===== src/rtl/autoconfig_pkg.sv =====
// rtl/autoconfig_pkg.sv - shared AutoConfig offsets, er_Type bits and board states
package autoconfig_pkg;

    // Register offsets expressed as A[6:1] (byte offset / 2)
    localparam logic [5:0] ER_TYPE_HI      = 6'h00;
    localparam logic [5:0] ER_TYPE_LO      = 6'h01;
    localparam logic [5:0] ER_PROD_HI      = 6'h02;
    localparam logic [5:0] ER_PROD_LO      = 6'h03;
    localparam logic [5:0] ER_FLAGS_HI     = 6'h04;
    localparam logic [5:0] ER_FLAGS_LO     = 6'h05;
    localparam logic [5:0] ER_MFG_FIRST    = 6'h08;
    localparam logic [5:0] ER_SERIAL_FIRST = 6'h0C;
    localparam logic [5:0] ER_SERIAL_LAST  = 6'h13;
    localparam logic [5:0] ER_ROMVEC_FIRST = 6'h14;
    localparam logic [5:0] ER_RSVD_HI      = 6'h20;
    localparam logic [5:0] ER_RSVD_LO      = 6'h21;
    localparam logic [5:0] ER_BASE_HI      = 6'h24;
    localparam logic [5:0] ER_BASE_LO      = 6'h25;
    localparam logic [5:0] ER_SHUTUP       = 6'h26;

    localparam logic [1:0] ER_TYPE_ZII          = 2'b11;
    localparam int         ER_TYPE_LINK_MEM_BIT = 5;
    localparam int         ER_TYPE_ROM_VEC_BIT  = 4;
    localparam logic [2:0] ER_SIZE_8M           = 3'b000;
    localparam logic [2:0] ER_SIZE_64K          = 3'b001;
    localparam logic [2:0] ER_SIZE_128K         = 3'b010;
    localparam logic [2:0] ER_SIZE_256K         = 3'b011;
    localparam logic [2:0] ER_SIZE_512K         = 3'b100;
    localparam logic [2:0] ER_SIZE_1M           = 3'b101;
    localparam logic [2:0] ER_SIZE_2M           = 3'b110;
    localparam logic [2:0] ER_SIZE_4M           = 3'b111;

    localparam logic [15:0] DEFAULT_MFG_ID = 16'h144A;

    typedef enum logic [1:0] {
        BS_UNCONF,
        BS_ACTIVE,
        BS_CONFIGURED,
        BS_SHUTUP
    } board_state_e;

endpackage


===== src/rtl/autoconfig_er_rom.sv =====
// rtl/autoconfig_er_rom.sv - combinational expansion ROM nibble lookup for one board
module autoconfig_er_rom
    import autoconfig_pkg::*;
(
    input  logic [7:0]  type_byte,
    input  logic [7:0]  prod,
    input  logic [7:0]  flags,
    input  logic [15:0] mfg,
    input  logic [31:0] serial,
    input  logic [15:0] rom_vec,
    input  logic [5:0]  offset,
    output logic [3:0]  nibble
);

    logic [3:0] raw;
    logic       invert;
    logic [2:0] serial_k;

    always_comb begin
        raw      = 4'h0;
        invert   = 1'b1;
        serial_k = 3'(offset - ER_SERIAL_FIRST);
        if (offset == ER_TYPE_HI) begin
            raw    = type_byte[7:4];
            invert = 1'b0;
        end else if (offset == ER_TYPE_LO) begin
            raw    = type_byte[3:0];
            invert = 1'b0;
        end else if (offset == ER_PROD_HI) begin
            raw = prod[7:4];
        end else if (offset == ER_PROD_LO) begin
            raw = prod[3:0];
        end else if (offset == ER_FLAGS_HI) begin
            raw = flags[7:4];
        end else if (offset == ER_FLAGS_LO) begin
            raw = flags[3:0];
        end else if (offset[5:2] == ER_MFG_FIRST[5:2]) begin
            raw = 4'(mfg >> {2'd3 - offset[1:0], 2'b00});
        end else if (offset >= ER_SERIAL_FIRST && offset <= ER_SERIAL_LAST) begin
            raw = 4'(serial >> {3'd7 - serial_k, 2'b00});
        end else if (offset[5:2] == ER_ROMVEC_FIRST[5:2]) begin
            // Diag vector is only meaningful when the board advertises one
            if (type_byte[ER_TYPE_ROM_VEC_BIT])
                raw = 4'(rom_vec >> {2'd3 - offset[1:0], 2'b00});
        end else if (offset == ER_RSVD_HI || offset == ER_RSVD_LO) begin
            invert = 1'b0;
        end
        nibble = invert ? ~raw : raw;
    end

endmodule


===== src/rtl/autoconfig_zii_multi.sv =====
// rtl/autoconfig_zii_multi.sv - Zorro II AutoConfig responder for several boards on one slot
module autoconfig_zii_multi
    import autoconfig_pkg::*;
#(
    parameter int                        NUM_BOARDS  = 2,
    parameter logic [15:0]               MFG_ID      = DEFAULT_MFG_ID,
    parameter logic [31:0]               SERIAL      = 32'h0,
    parameter logic [NUM_BOARDS*8-1:0]   ER_TYPE     = {8'hE7, 8'hD1},
    parameter logic [NUM_BOARDS*8-1:0]   ER_TYPE_ALT = {8'hE7, 8'hE0},
    parameter logic [NUM_BOARDS*8-1:0]   PROD_ID     = {8'd11, 8'd10},
    parameter logic [NUM_BOARDS*8-1:0]   ER_FLAGS    = {8'hC0, 8'hC0},
    parameter logic [NUM_BOARDS*16-1:0]  ROM_VEC     = {16'h0001, 16'h0000}
) (
    input  logic                      C7M,
    input  logic                      RESET_n,
    input  logic                      CFGIN_n,
    input  logic                      AS_n,
    input  logic                      DS_n,
    input  logic                      RW_n,
    input  logic [7:0]                A_HIGH,
    input  logic [5:0]                A_LOW,
    input  logic [3:0]                D_IN,
    input  logic [NUM_BOARDS-1:0]     SIZE_ALT,
    output logic [3:0]                D_OUT,
    output logic [3:0]                D_OE,
    output logic [NUM_BOARDS*8-1:0]   BASE,
    output logic [NUM_BOARDS-1:0]     CONFIGURED_n,
    output logic                      CFGOUT_n
);

    localparam logic [2:0] NB = 3'(NUM_BOARDS);

    board_state_e state_q [NUM_BOARDS];
    board_state_e state_d [NUM_BOARDS];
    logic [2:0]  idx_q;
    logic [3:0]  pend_lo_q;
    logic        done_q;
    logic [1:0]  as_sync_q;
    logic        as_idle;
    logic        access, rd_cycle, wr_fire, advance, cur_term;
    logic [7:0]  cur_type, cur_prod, cur_flags;
    logic [15:0] cur_vec;
    logic [3:0]  rom_nibble;

    // Both synchroniser stages high: AS_n has really been released, not a stale sample
    assign as_idle = &as_sync_q;

    always_comb begin
        access    = !CFGIN_n && CFGOUT_n && (A_HIGH == 8'hE8) && !AS_n;
        rd_cycle  = access && !DS_n && RW_n;
        cur_type  = ER_TYPE[7:0];
        cur_prod  = PROD_ID[7:0];
        cur_flags = ER_FLAGS[7:0];
        cur_vec   = ROM_VEC[15:0];
        cur_term  = 1'b0;
        for (int i = 0; i < NUM_BOARDS; i++) begin
            if (idx_q == 3'(i)) begin
                cur_type  = SIZE_ALT[i] ? ER_TYPE_ALT[i*8 +: 8] : ER_TYPE[i*8 +: 8];
                cur_prod  = PROD_ID[i*8 +: 8];
                cur_flags = ER_FLAGS[i*8 +: 8];
                cur_vec   = ROM_VEC[i*16 +: 16];
                cur_term  = (state_q[i] == BS_CONFIGURED) || (state_q[i] == BS_SHUTUP);
            end
        end
        wr_fire = access && !DS_n && !RW_n && !done_q && !cur_term;
        advance = as_idle && cur_term && CFGOUT_n;
        for (int i = 0; i < NUM_BOARDS; i++) begin
            state_d[i] = state_q[i];
            if (idx_q == 3'(i)) begin
                if (state_q[i] == BS_UNCONF)
                    state_d[i] = BS_ACTIVE;
                if (wr_fire && A_LOW == ER_BASE_HI)
                    state_d[i] = BS_CONFIGURED;
                else if (wr_fire && A_LOW == ER_SHUTUP)
                    state_d[i] = BS_SHUTUP;
            end
        end
    end

    assign D_OE = rd_cycle ? 4'hF : 4'h0;

    autoconfig_er_rom u_rom (
        .type_byte (cur_type),
        .prod      (cur_prod),
        .flags     (cur_flags),
        .mfg       (MFG_ID),
        .serial    (SERIAL),
        .rom_vec   (cur_vec),
        .offset    (A_LOW),
        .nibble    (rom_nibble)
    );

    always_ff @(posedge C7M or negedge RESET_n) begin
        if (!RESET_n) begin
            D_OUT        <= 4'hF;
            BASE         <= '0;
            CONFIGURED_n <= '1;
            CFGOUT_n     <= 1'b1;
            idx_q        <= 3'd0;
            pend_lo_q    <= 4'h0;
            done_q       <= 1'b0;
            as_sync_q    <= 2'b11;
            for (int i = 0; i < NUM_BOARDS; i++)
                state_q[i] <= BS_UNCONF;
        end else begin
            as_sync_q <= {as_sync_q[0], AS_n};
            for (int i = 0; i < NUM_BOARDS; i++)
                state_q[i] <= state_d[i];
            if (wr_fire)
                done_q <= 1'b1;
            else if (as_idle)
                done_q <= 1'b0;
            if (rd_cycle)
                D_OUT <= rom_nibble;
            if (wr_fire && A_LOW == ER_BASE_LO)
                pend_lo_q <= D_IN;
            for (int i = 0; i < NUM_BOARDS; i++) begin
                if (idx_q == 3'(i) && wr_fire && A_LOW == ER_BASE_HI) begin
                    BASE[i*8 +: 8]  <= {D_IN, pend_lo_q};
                    CONFIGURED_n[i] <= 1'b0;
                end
            end
            if (advance) begin
                idx_q     <= idx_q + 3'd1;
                pend_lo_q <= 4'h0;
                if (idx_q + 3'd1 == NB)
                    CFGOUT_n <= 1'b0;
            end
        end
    end

endmodule

===== config.mk =====
export PLATFORM = sky130hd
export DESIGN_NAME = autoconfig_zii_multi
export DESIGN_NICKNAME = d
export VERILOG_FILES = /design/src/rtl/autoconfig_pkg.sv /design/src/rtl/autoconfig_er_rom.sv /design/src/rtl/autoconfig_zii_multi.sv
export SDC_FILE = /design/constraint.sdc
export NUM_CORES = 1
export LEC_CHECK = 0
export ABC_AREA = 1
export BUFFER_PORTS_ARGS = -buffer_cell sky130_fd_sc_hd__buf_4
export CAP_MARGIN = 30
export CORE_UTILIZATION = 47
export DETAILED_ROUTE_END_ITERATION = 10
export PLACE_DENSITY = 0.73
export SYNTH_ARGS = -nofsm -noshare
export SYNTH_HDL_FRONTEND = slang
export SYNTH_SLANG_ARGS = --single-unit

===== constraint.sdc =====
create_clock -name C7M -period 2.5 [get_ports C7M]
set_clock_uncertainty 0.05 [all_clocks]
set_input_delay 0.125 -clock C7M [delete_from_list [all_inputs] [get_ports C7M]]
set_output_delay 0.125 -clock C7M [all_outputs]
set_load 0.02 [all_outputs]

==> out/qor.csv <==
stage,metric,value,unit
run_status,status,"complete, no violations",
final_layout,area grow syn2layout,26.7,%
logic_synthesis,synth top area cells,"dfrtp_1 33%, dfstp_2 12%, nand2_1 9.1%",
floorplanning,Ports,53,
routing,post-DR wirelength/cell,11.2,um
timing,fin crit share,86.4,%
routing,Vias/cell,4.85,
setup_path,"CP delay by family, top",simple AND/OR/NAND/NOR gates,
logic_synthesis,Post-Synthesis Cell Area,1950,um2
logic_synthesis,library cells used by synthesis,31,
floorplanning,Die X,66.4,um
timing,Max Clk Rate,0.463,GHz
logic_synthesis,share of the synthesized area in the top cell type,33.4,%
logic_synthesis,leading area contributor after synthesis,dfrtp_1,
floorplanning,Placeable Area,4000,um2
logic_synthesis,Mean Syn Cell Area,8.77,um2
timing,setup violators final,0,
setup_path,CP max stage delay,540,ps
final_layout,share of cells above drive strength 1,34.8,%
setup_path,critical register-to-register path endpoint,BASE[10],
logic_synthesis,Compound-Gate Fraction of Synth Area,11.6,%
floorplanning,Rows,23,
logic_synthesis,"Seq/Total Area, Yosys",45.6,%
job,max_cap viols,0,
routing,via count,1581,
routing,final wirelength,3650,um
final_layout,Inserted Diodes,0,
timing,RSZ-0062 raised after global routing,false,
timing,Slew @ Worst Pin,473,ps
hold_path,hold path depth,3,
setup_path,nature of the critical path endpoint,output pin,
power,power per cell area,470,nW/um2
routing,drt drc,0,
setup_path,cell count along the critical path,5,
grt,largest net degree at the start of global routing,36,
logic_synthesis,Ys Warns,0,
floorplanning,Initial Util,48.7,%
floorplanning,Die Height,66.4,um
logic_synthesis,XOR/XNOR Fraction of Synth Area,0.900,%
setup_path,startpoint types,flop,
grt,All-Layer GR Usage,18.9,%
power,leakage power,1.30,nW
timing,Period minus WS final,2160,ps
floorplanning,DIE AREA,4400,um2
final_layout,number of fillers in the final layout,363,
place,GPL Wtd Cong,0.867,
final_layout,fin util,61.7,%
final_layout,fin area,2470,um2
place,Port-buffer cells,51,
cts,post-cts resize count,0,
setup_path,CP cell instances,inv_1 > nor4_1 > nand3b_1 > nor2_1 > buf_4,
cts,Bufs on Longest Clock Path,2,
timing,Rel. slew slack,68.4,%
cts,CTS root buffer,clkbuf_8,
timing,Fin. Hold Viols,0,
power,VDD IR max,0.360,mV
setup_path,WP data arrival,1980,ps
final_layout,nets,308,
place,post-detailed-placement half-perimeter wirelength,2810,um
hold_path,Worst Hold Class,input pin to flop,
grt,global-route wire length before repair,6120,um
cts,CTS Buf Count,5,
logic_synthesis,area share of fa/ha/maj cells after synthesis,4.50,%
cts,CTS H-Tree Depth,2,
final_layout,Reg area,887,um2
place,Area after DPL,2330,um2
timing,Slew Limit Fails,0,
hold_path,hold_sp,D_IN[2],
hold_path,worst min-delay path endpoint,BASE[6],
routing,remaining antenna violation count,0,
logic_synthesis,post-synth net total,255,
setup_path,worst r2r src,CFGOUT_n,
setup_path,Critical Path Start,CFGOUT_n,
cts,"Clk Latency, worst-skew pair",290,ps
setup_path,Bufs and invs on worst path,2,
final_layout,multi-input combinational cell area,863,um2
routing,router iterations before antenna repair,4,
logic_synthesis,Synth Instances,222,
logic_synthesis,main combinational cell family by area after synthesis,simple AND/OR/NAND/NOR gates,
cts,CTS tree,done,
logic_synthesis,synthesized flop and latch total,35,
setup_path,R2R setup slack,480,ps
cts,clock sink total,35,
grt,initial antenna violation count,0,
setup_path,WP data required,2330,ps
timing,TNS Setup,0,ps
cts,"CTS clk-pin slew, worst paths",70,ps
logic_synthesis,Post-Synth Simple-Gate Area,27.3,%
grt,grt ovf,0,
grt,vias in the first global route,1400,
cts,post-CTS setup buffers,0,
routing,initial DRC count,89,
setup_path,WS Path Type,flop to output pin,
setup_path,cells on worst reg2reg path,7,
setup_path,CP Max Fanout,6,
logic_synthesis,mux cell area share after synthesis,0,%
setup_path,CP max stage cell,dfstp_2,
==> per-layer routing <==
metal | global-route usage [%] | part of all wire [%] | vias up
met2 | 30.9 | 47 | 33
met5 | 0 | 0 | -
met4 | 7.18 | 1.7 | 0
li1 | - | - | 822
met1 | 23.5 | 47 | 720
met3 | 5.52 | 4.2 | 6
==> worst min-delay path, delay by kind of cell <==
kind                   cells  cell delay (ps)
AO/OA/AOI/OAI              1              120
buffers and inverters      2              130
==> metrics by stage <==
step	power, mW	setup WS (ps)	std cells	hold WS, ps
4_1_cts	1.18	298	326	70.1
3_3_place_gp	0.661	487	316	53.2
5_1_grt	1.21	92.3	326	87.6
6_report	1.16	341	326	77.6
2_1_floorplan	0.612	642	222	-221
3_5_place_dp	0.662	463	316	56.4
==> cells by family after synthesis <==
kind of cell,after synthesis
and+or+nand+nor,103
buffers and inverters,44
DFF,35
AOI/OAI and AO/OA,31
adders and majority gates,7
xor gates and xnor gates,2
==> cell usage after synthesis <==
| master | instances |
|---|---|
| a211oi_1 | 1 |
| inv_2 | 2 |
| buf_4 | 4 |
| dfstp_2 | 9 |
| buf_6 | 2 |
| a21o_1 | 1 |
| dfrtp_1 | 26 |
| nand4_1 | 5 |
| o21a_1 | 2 |
| inv_1 | 35 |
| nor2_1 | 13 |
| xor2_1 | 1 |
| buf_2 | 1 |
| xnor2_1 | 1 |
| nand2_2 | 1 |
| nor3_2 | 1 |
| o21ai_0 | 10 |
| nand3_1 | 24 |
| a31oi_1 | 1 |
| nand3b_1 | 1 |
| nor3_1 | 2 |
| nand3_2 | 1 |
| nand4_4 | 2 |
| nor4_1 | 1 |
| ha_1 | 7 |
| and2_4 | 1 |
| nand2_4 | 2 |
| nand2_1 | 47 |
| o21ai_2 | 16 |
| nor2_8 | 1 |
| nor2_4 | 1 |
==> cell type report <==
| class | count | share of cell area [%] |
|---|---|---|
| multi-input combinational | 143 | 35.0 |
| inverter | 37 | 5.63 |
| tap | 50 | 2.54 |
| timing repair buffer | 53 | 16.3 |
| sequential | 35 | 36.0 |
| clock inverter | 3 | 1.77 |
| clock buffer | 5 | 2.79 |
==> flip-flops by register name, summed over array words and instances (netlist names) <==
register,flops
pend_lo_q,4
CFGOUT_n,1
as_sync_q,2
BASE,16
D_OUT,4
done_q,1
CONFIGURED_n,2
idx_q,3
state_q,2
==> cell usage in the layout (no fill, tap or decap) <==
master         instances
nor3_2                 1
o21ai_0               10
ha_1                   7
nor2_4                 1
nor4_1                 1
nand3_1               24
xnor2_1                1
nor2_1                13
a31oi_1                1
clkbuf_8               5
nand3b_1               1
nand2_1               47
inv_1                 35
xor2_1                 1
clkinv_4               1
inv_2                  2
a21o_1                 1
nand2_2                1
o21ai_2               16
a211oi_1               1
nand4_4                2
o21a_1                 2
dfstp_2                9
nand2_4                2
bufinv_16              1
clkinv_2               1
dlygate4sd3_1          2
nand4_1                5
and2_4                 1
nand3_2                1
nor2_8                 1
buf_4                 51
dfrtp_1               26
nor3_1                 2
==> worst max path at each step <==
| stage | to | slack (ps) |
|---|---|---|
| 4_1_cts | D_OE[0] | 300 |
| 3_5_place_dp | BASE[10] | 460 |
| 2_1_floorplan | BASE[15] | 640 |
| 5_1_grt | D_OE[3] | 90 |
| 6_report | D_OE[0] | 340 |
| 3_3_place_gp | BASE[0] | 490 |
==> timing repair <==
| item | in CTS | in global routing |
|---|---|---|
| endpoints found under the hold margin | 27 | 0 |
| endpoints found under the setup margin | 0 | 0 |
| hold buffers | 2 | 0 |
==> report_power, final <==
group,internal (mW),switching [mW],total [mW]
Combinational,0.0369,0.0460,0.0830
Clock,0.297,0.209,0.506
Sequential,0.570,0.000655,0.570
Total,0.903,0.256,1.16
No activity file was read; power rests on OpenSTA's default activity.
